--- config.mk ---
export PLATFORM = sky130hd
export DESIGN_NAME = score_counter_multi
export DESIGN_NICKNAME = d
export VERILOG_FILES = /design/src/rtl/score_counter_multi_pkg.sv /design/src/rtl/score_channel.sv /design/src/rtl/score_counter_multi.sv
export SDC_FILE = /design/constraint.sdc
export NUM_CORES = 1
export LEC_CHECK = 0
export ABC_AREA = 1
export CAP_MARGIN = 10
export CORE_ASPECT_RATIO = 2
export CORE_MARGIN = 1
export CORE_UTILIZATION = 58
export DETAILED_ROUTE_END_ITERATION = 7
export PLACE_DENSITY = 0.86
export SYNTH_ARGS = -nofsm -noshare
export SYNTH_HDL_FRONTEND = slang
export SYNTH_HIERARCHICAL = 1
export SYNTH_SLANG_ARGS = --single-unit
--- constraint.sdc ---
create_clock -name clk_i -period 3.4 [get_ports clk_i]
set_input_delay 0.34 -clock clk_i [delete_from_list [all_inputs] [get_ports clk_i]]
set_output_delay 0.34 -clock clk_i [all_outputs]
set_load 0.05 [all_outputs]
--- src/rtl/score_counter_multi_pkg.sv ---
// Shared constants for the multi-channel score counter: default sizing,
// wrap/saturate mode encodings, and the optional BCD digit helper
// (the helper is present only when SCORE_BCD_EN is defined).
package score_counter_multi_pkg;

  localparam int DEF_NUM_CH  = 2;
  localparam int DEF_BW      = 7;
  localparam int DEF_MAX_VAL = 99;

  // wrap_i encodings
  localparam logic WRAP_MODE_SAT  = 1'b0;
  localparam logic WRAP_MODE_WRAP = 1'b1;

`ifdef SCORE_BCD_EN
  // Largest value two BCD digits can show
  localparam int BCD_MAX_VAL = 99;

  // Binary 0..99 to {tens, ones}; constant divisors keep this a small comb block
  function automatic logic [7:0] to_bcd(input logic [7:0] v);
    logic [3:0] tens;
    logic [3:0] ones;
    tens = 4'(v / 8'd10);
    ones = 4'(v % 8'd10);
    return {tens, ones};
  endfunction
`endif

endpackage

--- src/rtl/score_channel.sv ---
// One score channel: strobe synchronisers, rising-edge detect, count register, limit logic.
// Latency: strobe first sampled high at edge k changes the count at edge k+2; flags are comb.
// Backpressure: none; every detected edge is applied immediately or dropped (clear, up+down).
module score_channel
  import score_counter_multi_pkg::*;
#(
  parameter int BW      = DEF_BW,
  parameter int MAX_VAL = DEF_MAX_VAL
) (
  input  logic          clk_i,
  input  logic          rst_i,
  input  logic          up_i,
  input  logic          down_i,
  input  logic          wrap_i,
  input  logic          clear_i,
  output logic [BW-1:0] count_o,
  output logic          at_max_o,
  output logic          at_min_o
);

  localparam logic [BW-1:0] MAX_C = BW'(MAX_VAL);

  logic          up_s1, up_s2, up_h;
  logic          dn_s1, dn_s2, dn_h;
  logic          up_edge, dn_edge;
  logic [BW-1:0] count_q, count_d;

  // Two-flop synchronisers plus history; reset high so a held strobe is not an edge
  always_ff @(posedge clk_i) begin
    if (rst_i) begin
      up_s1 <= 1'b1;
      up_s2 <= 1'b1;
      up_h  <= 1'b1;
      dn_s1 <= 1'b1;
      dn_s2 <= 1'b1;
      dn_h  <= 1'b1;
    end else begin
      up_s1 <= up_i;
      up_s2 <= up_s1;
      up_h  <= up_s2;
      dn_s1 <= down_i;
      dn_s2 <= dn_s1;
      dn_h  <= dn_s2;
    end
  end

  assign up_edge = up_s2 & ~up_h;
  assign dn_edge = dn_s2 & ~dn_h;

  // Next count: clear wins, simultaneous up+down cancels, limits checked before +/-1
  always_comb begin
    count_d = count_q;
    if (clear_i) begin
      count_d = '0;
    end else if (up_edge && !dn_edge) begin
      if (count_q < MAX_C)
        count_d = count_q + BW'(1);
      else if (wrap_i == WRAP_MODE_SAT)
        count_d = MAX_C;
      else
        count_d = '0;
    end else if (dn_edge && !up_edge) begin
      if (count_q != '0)
        count_d = count_q - BW'(1);
      else if (wrap_i == WRAP_MODE_WRAP)
        count_d = MAX_C;
      else
        count_d = '0;
    end
  end

  // Count register
  always_ff @(posedge clk_i) begin
    if (rst_i)
      count_q <= '0;
    else
      count_q <= count_d;
  end

  assign count_o  = count_q;
  assign at_max_o = (count_q == MAX_C);
  assign at_min_o = (count_q == '0);

endmodule

--- src/rtl/score_counter_multi.sv ---
// Multi-channel up/down score counter; optional registered BCD output when SCORE_BCD_EN is defined.
// Latency: strobe sampled high at edge k updates counts_o at edge k+2; bcd_o lags counts_o by 1.
// Backpressure: none; strobes are edge-detected and consumed every cycle.
module score_counter_multi
  import score_counter_multi_pkg::*;
#(
  parameter int NUM_CH  = DEF_NUM_CH,
  parameter int BW      = DEF_BW,
  parameter int MAX_VAL = DEF_MAX_VAL
) (
  input  logic                 clk_i,
  input  logic                 rst_i,
  input  logic [NUM_CH-1:0]    up_i,
  input  logic [NUM_CH-1:0]    down_i,
  input  logic                 wrap_i,
  input  logic                 clear_i,
  output logic [NUM_CH*BW-1:0] counts_o,
  output logic [NUM_CH-1:0]    at_max_o,
  output logic [NUM_CH-1:0]    at_min_o
`ifdef SCORE_BCD_EN
  ,
  output logic [NUM_CH*8-1:0]  bcd_o
`endif
);

  if (NUM_CH < 1) begin : g_bad_num_ch
    $error("score_counter_multi: NUM_CH must be at least 1");
  end
  if (MAX_VAL >= (1 << BW)) begin : g_bad_bw
    $error("score_counter_multi: MAX_VAL does not fit in BW bits");
  end

  logic [BW-1:0] ch_count [NUM_CH];

  for (genvar c = 0; c < NUM_CH; c++) begin : g_ch
    score_channel #(
      .BW      (BW),
      .MAX_VAL (MAX_VAL)
    ) u_ch (
      .clk_i    (clk_i),
      .rst_i    (rst_i),
      .up_i     (up_i[c]),
      .down_i   (down_i[c]),
      .wrap_i   (wrap_i),
      .clear_i  (clear_i),
      .count_o  (ch_count[c]),
      .at_max_o (at_max_o[c]),
      .at_min_o (at_min_o[c])
    );
    assign counts_o[c*BW +: BW] = ch_count[c];
  end

`ifdef SCORE_BCD_EN
  if (MAX_VAL > BCD_MAX_VAL) begin : g_bad_bcd
    $error("score_counter_multi: MAX_VAL too large for two BCD digits");
  end

  logic [NUM_CH*8-1:0] bcd_q;

  // Convert each channel count to BCD one cycle behind the count register
  always_ff @(posedge clk_i) begin
    if (rst_i) begin
      bcd_q <= '0;
    end else begin
      for (int c = 0; c < NUM_CH; c++)
        bcd_q[c*8 +: 8] <= to_bcd(8'(ch_count[c]));
    end
  end

  assign bcd_o = bcd_q;
`endif

endmodule

==> results of run 1 <==
-- through the flow --
step / instances / utilization [%]
6_report: 323 / 70.71
5_1_grt: 323 / 70.71
4_1_cts: 323 / 70.71
3_5_place_dp: 319 / 68.32
3_3_place_gp: 319 / 68.32
2_1_floorplan: 270 / -
-- worst max-delay path by stage --
stage	from	to
after floorplan	g_ch[0].u_ch/count_o[1]$_SDFFE_PP0P_	at_max_o[0]
after global placement	g_ch[1].u_ch/count_o[0]$_SDFFE_PP0P_	at_min_o[1]
after detailed placement	g_ch[1].u_ch/count_o[1]$_SDFFE_PP0P_	at_max_o[1]
after CTS	g_ch[1].u_ch/count_o[1]$_SDFFE_PP0P_	at_max_o[1]
after global routing	g_ch[0].u_ch/count_o[1]$_SDFFE_PP0P_	at_max_o[0]
final	g_ch[0].u_ch/count_o[1]$_SDFFE_PP0P_	at_max_o[0]
-- power by group through the flow --
stage	clock (mW)	combinational (mW)	sequential [mW]
after floorplan	0	0.100	0.342
after global placement	0	0.149	0.334
after detailed placement	0	0.150	0.334
after CTS	0.259	0.152	0.327
after global routing	0.275	0.166	0.329
final	0.256	0.152	0.327
-- worst max-delay path, cell delays in order (launching register included) --
cell and delay (ns):
dfxtp_1 0.49, ha_1 0.30, inv_1 0.08, nor3_1 0.18, clkdlybuf4s50_1 0.82
-- flip-flops by register name, indices dropped and copies added (netlist names) --
signal,count
g_ch.u_ch/count_o,14
g_ch.u_ch/dn_s1,2
g_ch.u_ch/dn_s2,2
g_ch.u_ch/dn_h,2
g_ch.u_ch/up_s1,2
g_ch.u_ch/up_s2,2
g_ch.u_ch/up_h,2
-- cell families after synthesis --
family	Yosys count	share of synthesized area, %
compound gates	36	11.31
fa+ha+maj	6	4.138
flops	26	28.69
buf+inv	44	11.59
xor+xnor	6	2.897
simple gates	152	41.38
-- synth_stat cells --
cell type / instances / area, sq um
nand3_1: 10 / 50.05
nor3_1: 2 / 10.01
nand3_2: 4 / 40.04
dfxtp_1: 26 / 520.5
ha_1: 6 / 75.07
buf_6: 6 / 67.56
inv_2: 8 / 30.03
a21oi_1: 14 / 70.07
nor2_4: 4 / 45.04
or2_2: 10 / 62.56
nand4_1: 10 / 62.56
xor2_1: 6 / 52.55
nand2_2: 10 / 62.56
nor2_2: 8 / 50.05
nand3b_1: 4 / 30.03
o21ai_0: 12 / 60.06
nor2_1: 16 / 60.06
o211ai_1: 6 / 45.04
a31oi_1: 2 / 12.51
a21oi_2: 2 / 17.52
inv_1: 30 / 112.6
nand2_1: 74 / 277.8
-- metal layers --
metal	wire length (microns)	global-route usage [%]
met1	1700	26.44
met2	2517	55.63
met3	148	4.000
met4	264	20.65
met5	0	0
-- cell type report --
type | count | area (sq um)
timing repair buffer | 25 | 250.2
fill | 272 | 872.1
multi-input combinational | 200 | 1084
clock inverter | 1 | 30.03
inverter | 38 | 142.6
sequential | 26 | 520.5
tap | 30 | 37.54
clock buffer | 3 | 41.29
==> results.toml, run 1 <==
[cells_and_area]
nNetsFinal = 308
syn_to_final_growth_pct = 16.07
n_antenna_cell = 0
mostFrequentLayoutCells = "nand2_1 (74), inv_1 (30), dfxtp_1 (26)"
drive_above_1_share_pct = 17.06
fin_area_sq_um = 2106
final_common_cell = "nand2_1"

[placement]
pre_cts_ws_ns = 1.249
dpl_cell_area_sq_um = 2034
io_buffers = 25
gp_congestion = 0.9541
dp_hpwl_microns = 3529

[global_route]
overflow = 0
grt_pass1_wl_microns = 7486
grtUsageTotal_pct = 28.81
grt_pass1_vias = 1728
grt_antenna_before_repair = 0
grt_max_degree = 16

[drt]
wl_microns = 4630
ant_nets = 0
dr.first_iter.drc_count = 65
vias = 1833
drcViolationCount = 0
post_drt_wl_per_cell_microns = 14.33
firstDrtPassIters = 4
via_per_inst = 5.675

[power]
p_leak_nw = 1.037
sequentialPowerShare_pct = 44.5
p_sw_mw = 0.2078
clkPwrFrac_pct = 34.8
power_mw = 0.7352
switching_share_pct = 28.26
p_int_mw = 0.5274
power_density_nw_per_um2 = 349.2
combPwrFrac_pct = 20.7
vdd_drop_max_mv = 0.2686

[setup_path]
r2r_setup_slack_ns = 1.64
worstSetupPathType = "reg2out"
r2r_cells = 8
r2r_start = "g_ch[1].u_ch/dn_s2$_SDFF_PP1_"
cp-end-kind = "output pin"
crit_required_ns = 3.06
start_kind = "flop"
arrival_ns = 2.14
reg2reg_to = "g_ch[1].u_ch/count_o[5]$_SDFFE_PP0P_"
worstPathMaxFanout = 8

[yosys]
synth_seq_cells = 26
synthesis.area_sq_um = 1814
ys_seq_area_share_pct = 28.69
syn_inst = 270
synth_nets = 284
ys_types = 22
yosysWarningCount = 6
avgSynthCellArea_sq_um = 6.719

[die]
placeableCoreArea_sq_um = 2978
start_util_pct = 60.92
row_count = 28
die_h_microns = 81.10
dieArea_sq_um = 3369
die_w_microns = 41.55
io_pins = 26

[clocking]
clk_latency_ns = 0.27
cts.path.max_buffers = 2
clk_pin_slew_ns = 0.09
cts.sinks = 26
cts_tree = "yes"
htree_levels = 1
cts_hold_buf = 0
cts.repair.resized = 0
cts_buffers = 3
cts_root_buf = "clkbuf_8"
cts_setup_buffers = 0

[sta]
setup_tns_ns = 0
final-hold-violation-count = 0
slew_viol_final = 0
fin_crit_sh_pct = 72.89
fin_crit_ns = 2.478
worstMarginPinSlew_ns = 0.5179
relSlewSlack_pct = 65.37
whs_ns = 0.4157
setup-violations-final = 0
grt_setup_unrepaired = "no"
clock_skew_ns = 0.001841
clock.fmax_mhz = 403.5
finalWorstSetupSlack_ns = 0.9216

[worst_hold_path]
whs_endpoint = "g_ch[1].u_ch/dn_s2$_SDFF_PP1_"
holdPathStages = 1
min-delay-start = "g_ch[1].u_ch/dn_s1$_SDFF_PP1_"
worstHoldPathType = "reg2reg"

[run]
maxCapViolCount = 0

[status]
status = "finished, final reports clean"
Note: power is estimated with default switching activity, not from simulation.
==> run 2, diff against run 1 <==
--- a/config.mk
+++ b/config.mk
@@ -9,9 +9,9 @@
 export CAP_MARGIN = 10
 export CORE_ASPECT_RATIO = 2
 export CORE_MARGIN = 1
-export CORE_UTILIZATION = 58
+export CORE_UTILIZATION = 49
 export DETAILED_ROUTE_END_ITERATION = 7
-export PLACE_DENSITY = 0.86
+export PLACE_DENSITY = 0.78
 export SYNTH_ARGS = -nofsm -noshare
 export SYNTH_HDL_FRONTEND = slang
 export SYNTH_HIERARCHICAL = 1
==> constraint.sdc (replaced) <==
create_clock -name clk_i -period 2.15 [get_ports clk_i]
set_input_delay 0.215 -clock clk_i [delete_from_list [all_inputs] [get_ports clk_i]]
set_output_delay 0.215 -clock clk_i [all_outputs]
set_load 0.05 [all_outputs]
==> run 2 against run 1 <==
Cell area increased by 3.9%. Register-to-register slack got worse by 1.2 ns. Critical path type unchanged. Largest cell class unchanged. Count of clock-buffer cells in the layout unchanged. Highest routed layer unchanged.
==> results.toml, run 2 (synthesis results as in run 1) <==
[global_route]
overflow = 0
grt_pass1_wl_microns = 7307
grt_max_degree = 16
grtUsageTotal_pct = 24.85
grt_pass1_vias = 1762
grt_antenna_before_repair = 0

[setup_path]
cp_slowest_stage_delay_ns = 0.89
worstPathMaxFanout = 10
path_buf_inv = 1
arrival_ns = 1.78
crit_required_ns = 1.93
crit_path_top_delay_cell = "clkdlybuf4s50_1"
r2r_setup_slack_ns = 0.47
crit_family = "buffers and inverters"
cp-end-kind = "output pin"
r2r_start = "g_ch[1].u_ch/dn_s2$_SDFF_PP1_"
start_kind = "flop"
worstSetupPathType = "reg2out"
startpoint = "g_ch[0].u_ch/count_o[3]$_SDFFE_PP0P_"
worstPathCellList = "clkdlybuf4s50_1"

[power]
p_leak_nw = 1.077
vdd_drop_max_mv = 0.4450
power_density_nw_per_um2 = 529.5
p_int_mw = 0.8354
combPwrFrac_pct = 21.5
switching_share_pct = 27.86
sequentialPowerShare_pct = 44.0
clkPwrFrac_pct = 34.5
p_sw_mw = 0.3226

[die]
start_util_pct = 50.84
die_h_microns = 88.05
die_w_microns = 45.03
placeableCoreArea_sq_um = 3568
dieArea_sq_um = 3964
row_count = 31
io_pins = 26

[cells_and_area]
largest_reg_flops = 14
n_antenna_cell = 0
syn_to_final_growth_pct = 20.55
nNetsFinal = 314
drive_above_1_share_pct = 20.74
fill_cells = 346
final_common_cell = "nand2_1"
mostFrequentLayoutCells = "nand2_1 (74), inv_1 (30), dfxtp_1 (26)"
final_util_pct = 61.29

[clocking]
cts_hold_buf = 0
cts_root_buf = "clkbuf_8"
cts.sinks = 26
cts_buffers = 3
htree_levels = 1
cts.path.max_buffers = 2
cts.repair.resized = 0
clk_pin_slew_ns = 0.09
cts_setup_buffers = 0
clk_latency_ns = 0.27
cts_tree = "yes"

[drt]
wl_microns = 4450
post_drt_wl_per_cell_microns = 12.79
firstDrtPassIters = 4
via_per_inst = 5.336
vias = 1857
drcViolationCount = 0
dr.first_iter.drc_count = 59
ant_nets = 0

[worst_hold_path]
min-delay-start = "g_ch[1].u_ch/up_s1$_SDFF_PP1_"
worstHoldPathType = "reg2reg"

[sta]
clock.fmax_mhz = 502.1
final-hold-violation-count = 0
grt_setup_unrepaired = "no"
setup-violations-final = 0
slew_viol_final = 0
setup_tns_ns = 0
relSlewSlack_pct = 65.13
fin_crit_sh_pct = 92.63
worstMarginPinSlew_ns = 0.5214
fin_crit_ns = 1.992
clock_skew_ns = 0.006564

[placement]
dp_hpwl_microns = 3538
gp_congestion = 0.9631
io_buffers = 25

[run]
maxCapViolCount = 0

[status]
status = "finished, final reports clean"
[run 2: cell types whose count changed in the layout (fill, tap and decap cells not counted), sizes merged]
cell           previous run  this run
clkdlybuf4s50            25        21
buf                       0        10
[run 2: metal layers]
layer  part of all wire (%)  vias to the layer above  track usage, %
met5                      0                        -               0
met4                    6.1                        0           20.39
met3                    3.2                       21           3.299
met2                     56                       64           46.51
met1                     34                      852           21.52
li1                       -                      920               -
[run 2: path summary, 6_finish.rpt]
kind | cells after the start | endpoint
setup reg to reg | 8 | g_ch[1].u_ch/count_o[0]$_SDFFE_PP0P_
hold reg to reg | 1 | g_ch[1].u_ch/up_s2$_SDFF_PP1_
setup / recovery | 1 | counts_o[3]
hold / removal | 1 | g_ch[1].u_ch/up_s2$_SDFF_PP1_
[run 2: per-stage QoR]
step	total power [mW]	hold WS [ns]	worst slack, ns	std cells	instance area [sq um]
4_1_cts	1.169	0.4149	0.1785	348	2187
6_report	1.158	0.4138	0.1584	348	2187
3_5_place_dp	0.7679	0.3934	0.4878	344	2116
5_1_grt	1.213	0.4295	0.1438	348	2187
2_1_floorplan	0.7000	0.3185	0.1238	270	1824
3_3_place_gp	0.7650	0.3911	0.4686	344	2116
[run 2: power groups by stage]
stage / clock network (mW) / logic (mW) / registers, mW
after global routing: 0.430 / 0.271 / 0.512
after floorplan: 0 / 0.159 / 0.541
after CTS: 0.411 / 0.248 / 0.510
after detailed placement: 0 / 0.247 / 0.521
after global placement: 0 / 0.245 / 0.520
final: 0.400 / 0.249 / 0.510
[run 2: layout make-up]
class	instances	area [sq um]	area share [%]
inverters	38	142.6	6.522
clock buffers	3	41.29	1.888
well taps	49	61.31	2.803
clock inverters	1	30.03	1.373
flip-flops and latches	26	520.5	23.80
repair buffers	31	297.8	13.62
multi-input cells	200	1094	50.00
==> run 3, diff against run 2 <==
--- a/config.mk
+++ b/config.mk
@@ -9,9 +9,10 @@
 export CAP_MARGIN = 10
 export CORE_ASPECT_RATIO = 2
 export CORE_MARGIN = 1
-export CORE_UTILIZATION = 49
+export CORE_UTILIZATION = 58
 export DETAILED_ROUTE_END_ITERATION = 7
-export PLACE_DENSITY = 0.78
+export GPL_TIMING_DRIVEN = 0
+export PLACE_DENSITY = 0.86
 export SYNTH_ARGS = -nofsm -noshare
 export SYNTH_HDL_FRONTEND = slang
 export SYNTH_HIERARCHICAL = 1
==> constraint.sdc (replaced) <==
create_clock -name clk_i -period 2.35 [get_ports clk_i]
set_input_delay 0.235 -clock clk_i [delete_from_list [all_inputs] [get_ports clk_i]]
set_output_delay 0.235 -clock clk_i [all_outputs]
set_load 0.05 [all_outputs]
==> run 3 against run 2 <==
Setup slack better by 0.037 ns. Register-to-register slack better by 0.19 ns. Flip-flop and latch count stayed put. Via count is 0.32% lower. Largest power group unchanged.
==> results.toml, run 3 (synthesis results as in run 1) <==
[setup_path]
worstPathMaxFanout = 8
worstSetupPathType = "reg2out"
cp-end-kind = "output pin"
arrival_ns = 1.92
r2r_setup_slack_ns = 0.66
start_kind = "flop"
crit_required_ns = 2.12

[die]
placeableCoreArea_sq_um = 2978
die_h_microns = 81.10
io_pins = 26
start_util_pct = 60.92
die_w_microns = 41.55
dieArea_sq_um = 3369
row_count = 28

[drt]
ant_nets = 0
met1_length_microns = 1656
dr.first_iter.drc_count = 67
drcViolationCount = 0
wl_microns = 4537
top_layer = "met4"
wl_met2_microns = 2459
firstDrtPassIters = 4
via_per_inst = 5.626
vias = 1851
post_drt_wl_per_cell_microns = 13.79
wl_met3_microns = 156

[sta]
final-hold-violation-count = 0
slew_viol_final = 0
worstMarginPinSlew_ns = 0.4905
fin_crit_ns = 2.154
setup-violations-final = 0
clock_skew_ns = 0.008668
relSlewSlack_pct = 67.20
whs_ns = 0.4146
clock.fmax_mhz = 464.2
setup_tns_ns = 0
fin_crit_sh_pct = 91.67
grt_setup_unrepaired = "no"

[power]
power_density_nw_per_um2 = 492.6
vdd_drop_max_mv = 0.4386
power_mw = 1.073
p_leak_nw = 1.082

[cells_and_area]
syn_to_final_growth_pct = 20.07
final_common_cell = "nand2_1"
nNetsFinal = 314
drive_above_1_share_pct = 19.40
mostFrequentLayoutCells = "nand2_1 (74), inv_1 (30), dfxtp_1 (26)"
n_antenna_cell = 0
largest_reg_flops = 14

[global_route]
grtUsageTotal_pct = 27.56
overflow = 0
grt_pass1_vias = 1673
grt_pass1_wl_microns = 7286
grt_antenna_before_repair = 0
grt_max_degree = 16

[clocking]
cts_tree = "yes"
clk_latency_ns = 0.27
cts_setup_buffers = 0
cts_buffers = 3
cts_hold_buf = 0
cts.sinks = 26
htree_levels = 1
cts.repair.resized = 4
clk_pin_slew_ns = 0.10
cts_root_buf = "clkbuf_8"
cts.path.max_buffers = 2

[placement]
io_buffers = 25
dp_hpwl_microns = 3354
gp_congestion = 0.9942

[worst_hold_path]
worstHoldPathType = "reg2reg"

[run]
maxCapViolCount = 0

[status]
status = "finished, final reports clean"
==> run 3: per-layer routing <==
metal	up-vias	global-route usage [%]
met1	841	26.38
met4	0	20.65
met3	25	2.444
li1	926	-
met2	59	52.50
met5	-	0
==> run 3: power by group <==
group / internal (mW) / leakage, nW / switching (mW)
registers: 0.455 / 0.212 / 0.0120
logic: 0.0822 / 0.834 / 0.147
clock network: 0.228 / 0.0357 / 0.150
total: 0.765 / 1.08 / 0.308
==> run 3: area by class of cell <==
| type | count | area (sq um) |
|---|---|---|
| clock buffer | 3 | 41.29 |
| fill | 248 | 799.5 |
| tap | 30 | 37.54 |
| buffer | 6 | 67.56 |
| sequential | 26 | 520.5 |
| inverter | 38 | 142.6 |
| multi-input combinational | 200 | 1094 |
| clock inverter | 1 | 30.03 |
| timing repair buffer | 25 | 245.2 |
==> run 3: worst paths after layout <==
path              cells past startpoint                                  from                              endpoint
setup / recovery                      5  g_ch[0].u_ch/count_o[0]$_SDFFE_PP0P_                           at_min_o[0]
hold / removal                        1         g_ch[1].u_ch/up_s1$_SDFF_PP1_         g_ch[1].u_ch/up_s2$_SDFF_PP1_
setup reg to reg                      8         g_ch[1].u_ch/dn_s2$_SDFF_PP1_  g_ch[1].u_ch/count_o[4]$_SDFFE_PP0P_
hold reg to reg                       1         g_ch[1].u_ch/up_s1$_SDFF_PP1_         g_ch[1].u_ch/up_s2$_SDFF_PP1_
==> run 3: through the flow <==
stage | utilization (%) | instances | worst slack [ns] | instance area [sq um]
global route | 73.15 | 329 | 0.09667 | 2178
CTS | 73.15 | 329 | 0.1898 | 2178
floorplan | - | 270 | 0.3038 | 1824
finish | 73.15 | 329 | 0.1957 | 2178
detailed placement | 70.92 | 325 | 0.2565 | 2112
global placement | 70.92 | 325 | 0.2610 | 2112
==> run 3: critical path: stages, from the launching register on <==
cell           delay [ns]
dfxtp_1              0.39
inv_2                0.15
ha_1                 0.30
nand2_2              0.12
nor2_4               0.15
dlygate4sd2_1        0.54
